## config.mk

```make
export PLATFORM = sky130hd
export DESIGN_NAME = inst_fetch_unit
export DESIGN_NICKNAME = d
export VERILOG_FILES = /design/src/rtl/inst_fetch_unit_pkg.sv /design/src/rtl/inst_fetch_unit_rom.sv /design/src/rtl/inst_fetch_unit.sv
export SDC_FILE = /design/constraint.sdc
export NUM_CORES = 1
export LEC_CHECK = 0
export ABC_AREA = 1
export BUFFER_PORTS_ARGS = -buffer_cell sky130_fd_sc_hd__buf_2
export CORE_MARGIN = 2
export CORE_UTILIZATION = 49
export DETAILED_ROUTE_END_ITERATION = 16
export PLACE_DENSITY = 0.86
export SLEW_MARGIN = 20
export SYNTH_ARGS = -nofsm -noshare
export SYNTH_HDL_FRONTEND = slang
export SYNTH_SLANG_ARGS = --single-unit
export TNS_END_PERCENT = 100
```

## constraint.sdc

```tcl
create_clock -name clk -period 2.29 [get_ports clk]
set_input_delay 0.229 -clock clk [delete_from_list [all_inputs] [get_ports clk]]
set_output_delay 0.229 -clock clk [all_outputs]
set_load 0.05 [all_outputs]
```

## src/rtl/inst_fetch_unit_pkg.sv

```systemverilog
// Shared types and constants for the instruction-fetch unit and its ROM.
package ifu_pkg;

  function automatic int unsigned ILEN_BYTES(input int unsigned ilen);
    return ilen / 8;
  endfunction

  typedef enum logic {
    IFU_RUN   = 1'b0,
    IFU_FAULT = 1'b1
  } ifu_state_e;

  // Wide enough for any realistic ILEN; sliced down at the point of use.
  localparam logic [255:0] FAULT_INSTR = '0;

endpackage

```

## src/rtl/inst_fetch_unit_rom.sv

```systemverilog
// Byte-addressed instruction ROM with a combinational little-endian word read.
module inst_rom
  import ifu_pkg::*;
#(
  parameter int unsigned XLEN        = 64,
  parameter int unsigned ILEN        = 32,
  parameter int unsigned DEPTH_BYTES = 256,
  parameter string       INIT_FILE   = ""
) (
  input  logic [XLEN-1:0] addr_i,
  output logic [ILEN-1:0] data_o
);

  localparam int unsigned NB = ILEN_BYTES(ILEN);
  localparam int unsigned AW = (DEPTH_BYTES > 1) ? $clog2(DEPTH_BYTES) : 1;

  logic [7:0] mem [DEPTH_BYTES];

  initial begin
    for (int i = 0; i < DEPTH_BYTES; i++) mem[i] = 8'h00;
  end

  // Range check is done one bit wider than XLEN so a wrapping byte address reads as 0.
  always_comb begin
    data_o = '0;
    for (int k = 0; k < NB; k++) begin
      if (({1'b0, addr_i} + (XLEN+1)'(k)) < (XLEN+1)'(DEPTH_BYTES))
        data_o[8*k +: 8] = mem[AW'(addr_i + XLEN'(k))];
    end
  end

endmodule

```

## src/rtl/inst_fetch_unit.sv

```systemverilog
// Fetch stage: owns the PC, reads the ROM, and presents {pc, instr, next_pc} to decode.
module inst_fetch_unit
  import ifu_pkg::*;
#(
  parameter int unsigned    XLEN        = 64,
  parameter int unsigned    ILEN        = 32,
  parameter int unsigned    DEPTH_BYTES = 256,
  parameter logic [XLEN-1:0] RESET_PC   = '0,
  parameter string          INIT_FILE   = ""
) (
  input  logic            clk,
  input  logic            rst,
  input  logic            redirect_valid,
  input  logic [XLEN-1:0] redirect_pc,
  input  logic            out_ready,
  output logic            out_valid,
  output logic [XLEN-1:0] out_pc,
  output logic [ILEN-1:0] out_instr,
  output logic [XLEN-1:0] out_next_pc,
  output logic            out_fault
);

  localparam int unsigned     NB   = ILEN_BYTES(ILEN);
  localparam logic [XLEN-1:0] STEP = XLEN'(NB);

  ifu_state_e      state_q;
  logic [XLEN-1:0] pc_q;
  logic            valid_q;
  logic [XLEN-1:0] opc_q;
  logic [ILEN-1:0] instr_q;
  logic [XLEN-1:0] npc_q;
  logic            fault_q;

  logic [ILEN-1:0] instr_d;
  logic [XLEN:0]   end_addr;
  logic [XLEN-1:0] pc_inc;
  logic            fetch_fault;

  inst_rom #(
    .XLEN        (XLEN),
    .ILEN        (ILEN),
    .DEPTH_BYTES (DEPTH_BYTES),
    .INIT_FILE   (INIT_FILE)
  ) u_rom (
    .addr_i (pc_q),
    .data_o (instr_d)
  );

  // One extra bit keeps the end-of-word address exact even when pc_q is near 2^XLEN.
  assign end_addr    = {1'b0, pc_q} + {1'b0, STEP};
  assign pc_inc      = end_addr[XLEN-1:0];
  assign fetch_fault = ((pc_q % STEP) != '0) || (end_addr > (XLEN+1)'(DEPTH_BYTES));

  always_ff @(posedge clk) begin
    if (rst) begin
      state_q <= IFU_RUN;
      pc_q    <= RESET_PC;
      valid_q <= 1'b0;
      opc_q   <= '0;
      instr_q <= '0;
      npc_q   <= '0;
      fault_q <= 1'b0;
    end else if (redirect_valid) begin
      state_q <= IFU_RUN;
      pc_q    <= redirect_pc;
      valid_q <= 1'b0;
    end else if (!valid_q || out_ready) begin
      if (state_q == IFU_FAULT) begin
        valid_q <= 1'b0;
      end else begin
        valid_q <= 1'b1;
        opc_q   <= pc_q;
        npc_q   <= pc_inc;
        if (fetch_fault) begin
          instr_q <= FAULT_INSTR[ILEN-1:0];
          fault_q <= 1'b1;
          state_q <= IFU_FAULT;
        end else begin
          instr_q <= instr_d;
          fault_q <= 1'b0;
          pc_q    <= pc_inc;
        end
      end
    end
  end

  assign out_valid   = valid_q;
  assign out_pc      = opc_q;
  assign out_instr   = instr_q;
  assign out_next_pc = npc_q;
  assign out_fault   = fault_q;

endmodule

```

==> run_results.csv <==
group,metric,value,unit
timing,maxSlewHeadroom,41.45,%
timing,tightest_slew,0.8783,ns
grt,antenna_found_initial,0,
drt,route.detailed.drc,0,
yosys,yosys.area.top_type,"dfxtp_1",
cells_and_area,antennaDiodeCount,0,
timing,clock-skew-final,0.008929,ns
cells_and_area,drive_gt1_share,36.98,%
grt,grtUsageTotal,33.73,%
drt,drt-total-wl,36620,um
die,pin_count,230,
placed_design,dp_hpwl,27290,um
critical_path,r2r_start,"pc_q[2]",
outcome,violations,"negative setup slack",
timing,finalWorstSetupSlack,-0.5815,ns
yosys,synth_edf_count,0,
die,initial_core_util,50.18,%
drt,ant_nets,0,
critical_path,cp_data_required_time,2.64,ns
critical_path,cpMaxStageDelayCell,"dfxtp_4",
drt,viasPerCell,5.253,
yosys,synth-xor-area-share,1.251,%
run,drv_cap,0,
clocking,h-tree-depth,4,
yosys,syn_inst,1467,
timing,fin_crit,2.871,ns
power,ir_drop,0.5284,mV
cells_and_area,nNetsFinal,1973,
die,dieArea,21140,sq um
clocking,cts_made_buffers,17,
critical_path,crit_start,"pc_q[2]",
die,row_count,51,
power,power_density,623.7,nW/um^2
clocking,cts_sinks,193,
grt,grt_pass1_vias,10700,
yosys,synth-compound-area-share,14.75,%
drt,drt_pass1_iterations,6,
yosys,async_flop_share,0,%
yosys,synth_ff_type,"dfxtp_1",
drt,vias,11460,
yosys,synthMuxAreaShare,0,%
timing,max_freq,0.3483,GHz
grt,busiest_layer,"met2",
cells_and_area,n_fill_cell,1582,
grt,grt_max_degree,109,
critical_path,path_max_fanout,6,
timing,finalSetupViolations,64,
yosys,yosysWarnings,0,
yosys,synth_common_cells,"nand2_1 (338), nor2_1 (239), dfxtp_1 (193), inv_1 (147), o21ai_0 (113)",
drt,drt-initial-drc-count,981,
power,power,8.767,mW
cells_and_area,area_growth_syn_to_layout,43.46,%
cells_and_area,multi_input_area,5376,sq um
power,power_leakage,6.787,nW
grt,grt_pass1_wl,56850,um
critical_path,crit_buf_inv,3,
cells_and_area,fin_util,71.99,%
cells_and_area,regArea,3899,sq um
yosys,synth_seq_cells,193,
yosys,synthSimpleGateAreaFrac,32.78,%
grt,met1_usage,44.55,%
yosys,syn_area,9798,sq um
clocking,path_clk_slew,0.07,ns
timing,grt_setup_unrepaired,"true",
yosys,synth_top_area_share,39.43,%
placed_design,gp_congestion,1.038,
grt,grt_use_met2,55.90,%
yosys,yosys-top-cells-area,"dfxtp_1 (39%), nand2_1 (13%), nor2_1 (9.2%), o21ai_0 (5.8%), inv_1 (5.6%)",
clocking,clkLatencyLatePin,0.44,ns
yosys,yosys.area_share.adder,0.1277,%
drt,wl_per_cell,16.78,um
critical_path,worstSetupPathType,"register to register",
critical_path,worst_setup_path_end_kind,"register",
critical_path,cp_common_cell,"nand2_1",
timing,slew_viol_final,0,
grt,gr-usage-met3,5.078,%
critical_path,cp.arrival,3.22,ns
placed_design,numPortBuffers,197,
clocking,cts_root_buf,"clkbuf_16",
critical_path,crit_chain,"ha_4 > nand2_4 > nor2_4 > nand2_2 > nor2_4 > buf_6 > nand2_4 > nand2_2 > nand2_2 > nor2_2 > nand2_1 > nor2_2 > nand2_1 > nor2_2 > nand2_1 > nor2_2 > nand3_4 > buf_12 > nand2_1 > nand3_1 > nand2_1 > inv_1",
clocking,cts_tree,"done",
hold_path,min-delay-start,"redirect_pc[23]",
yosys,yosysUniqueCellTypes,35,
critical_path,startpoint_type,"register",
timing,finalSetupTns,-33.92,ns
critical_path,slowest_delay,0.37,ns
yosys,yosysSeqAreaShare,39.43,%
outcome,status,"finished, violations left",
clocking,clockBufferDepth,2,
placed_design,place_ws,-0.5944,ns
yosys,yosysMostFrequentCell,"nand2_1",
die,core,19530,sq um
critical_path,crit_family,"simple AND/OR/NAND/NOR gates",
clocking,ctsHoldBuffers,0,
hold_path,min_path_type,"primary input to register",
timing,fin_crit_sh,125.4,%
die,dieHeight,145.4,um
timing,hold_violations,0,
yosys,avgSynthCellArea,6.679,sq um
yosys,synth_top_family_by_area,"simple AND/OR/NAND/NOR gates",
grt,gr-total-overflow,0,
die,die_w,145.4,um
## cell usage in the layout (no fill, tap or decap), types with 6 or more instances in the layout
cell and n:
dfxtp_2 19, inv_1 145, nand2_1 309, nor2_4 19, nand3_1 70, nand3_4 8, o21ai_0 111, conb_1 32
nand3_2 32, xor2_1 8, o211ai_1 21, nor2_2 42, buf_12 6, nand2_2 27, nor3_1 6, nand4_1 22
dfxtp_1 171, a21oi_1 102, buf_4 282, buf_2 196, a21oi_2 21, clkbuf_16 19, nor2_1 195
## where the power goes
group	switching (mW)	internal, mW	leakage, nW
Clock	1.42	1.56	0.279
Combinational	1.46	0.591	4.91
Sequential	0.155	3.59	1.60
Total	3.03	5.74	6.79
## final timing paths
check	endpoint	slack, ns	cells after the start
hold / removal	pc_q[23]	0.03	3
setup reg to reg	pc_q[2]	-0.58	22
setup / recovery	pc_q[2]	-0.58	22
hold reg to reg	out_next_pc[4]	0.47	2
## state kept, by name, summed over array words and instances, names as in the netlist
register / flops
state_q: 1
out_pc: 64
out_next_pc: 62
pc_q: 64
out_fault: 1
out_valid: 1
## repair_timing
action,4_1_cts,5_1_grt
gates resized for setup,104,48
endpoints found under the hold margin,0,0
endpoints found under the setup margin,64,65
gates cloned,1,2
pin swaps,11,27
setup buffers,15,11
## cell families (layout without fill, tap and decap cells)
logic type | after synthesis | in the layout
AO/OA/AOI/OAI | 263 | 263
other | 1 | 32
adder cells (fa/ha/maj) | 1 | 1
AND/OR/NAND/NOR | 741 | 741
flip-flops | 193 | 193
XOR/XNOR | 14 | 14
buffers and inverters | 254 | 673
## through the flow
stage | std cells | hold slack [ns] | instance area (sq um)
finish | 2182 | 0.03376 | 14060
global route | 2182 | 0.02656 | 14060
CTS | 2170 | 0.02968 | 13780
detailed placement | 2122 | 0.4559 | 12730
global placement | 2122 | 0.4515 | 12730
floorplan | 1498 | 0.3695 | 9960
## tightest hold or removal path, cell delays in order
cell     delay [ns]
buf_2          0.10
nand2_1        0.05
a21oi_1        0.05
## final cells by class
| class | count | area share, % |
|---|---|---|
| clock inverters | 13 | 0.9169 |
| inverters | 152 | 4.095 |
| clock buffers | 19 | 3.151 |
| repair buffers | 489 | 23.49 |
| multi-input cells | 1051 | 38.25 |
| flip-flops and latches | 193 | 27.74 |
| well taps | 265 | 2.359 |
## layer usage
metal | wire length (um) | share of wire (%)
met1 | 15460 | 42
met3 | 2794 | 7.6
met5 | 0 | 0
met4 | 1232 | 3.4
met2 | 17130 | 47
(Power assumes the default switching activity.)
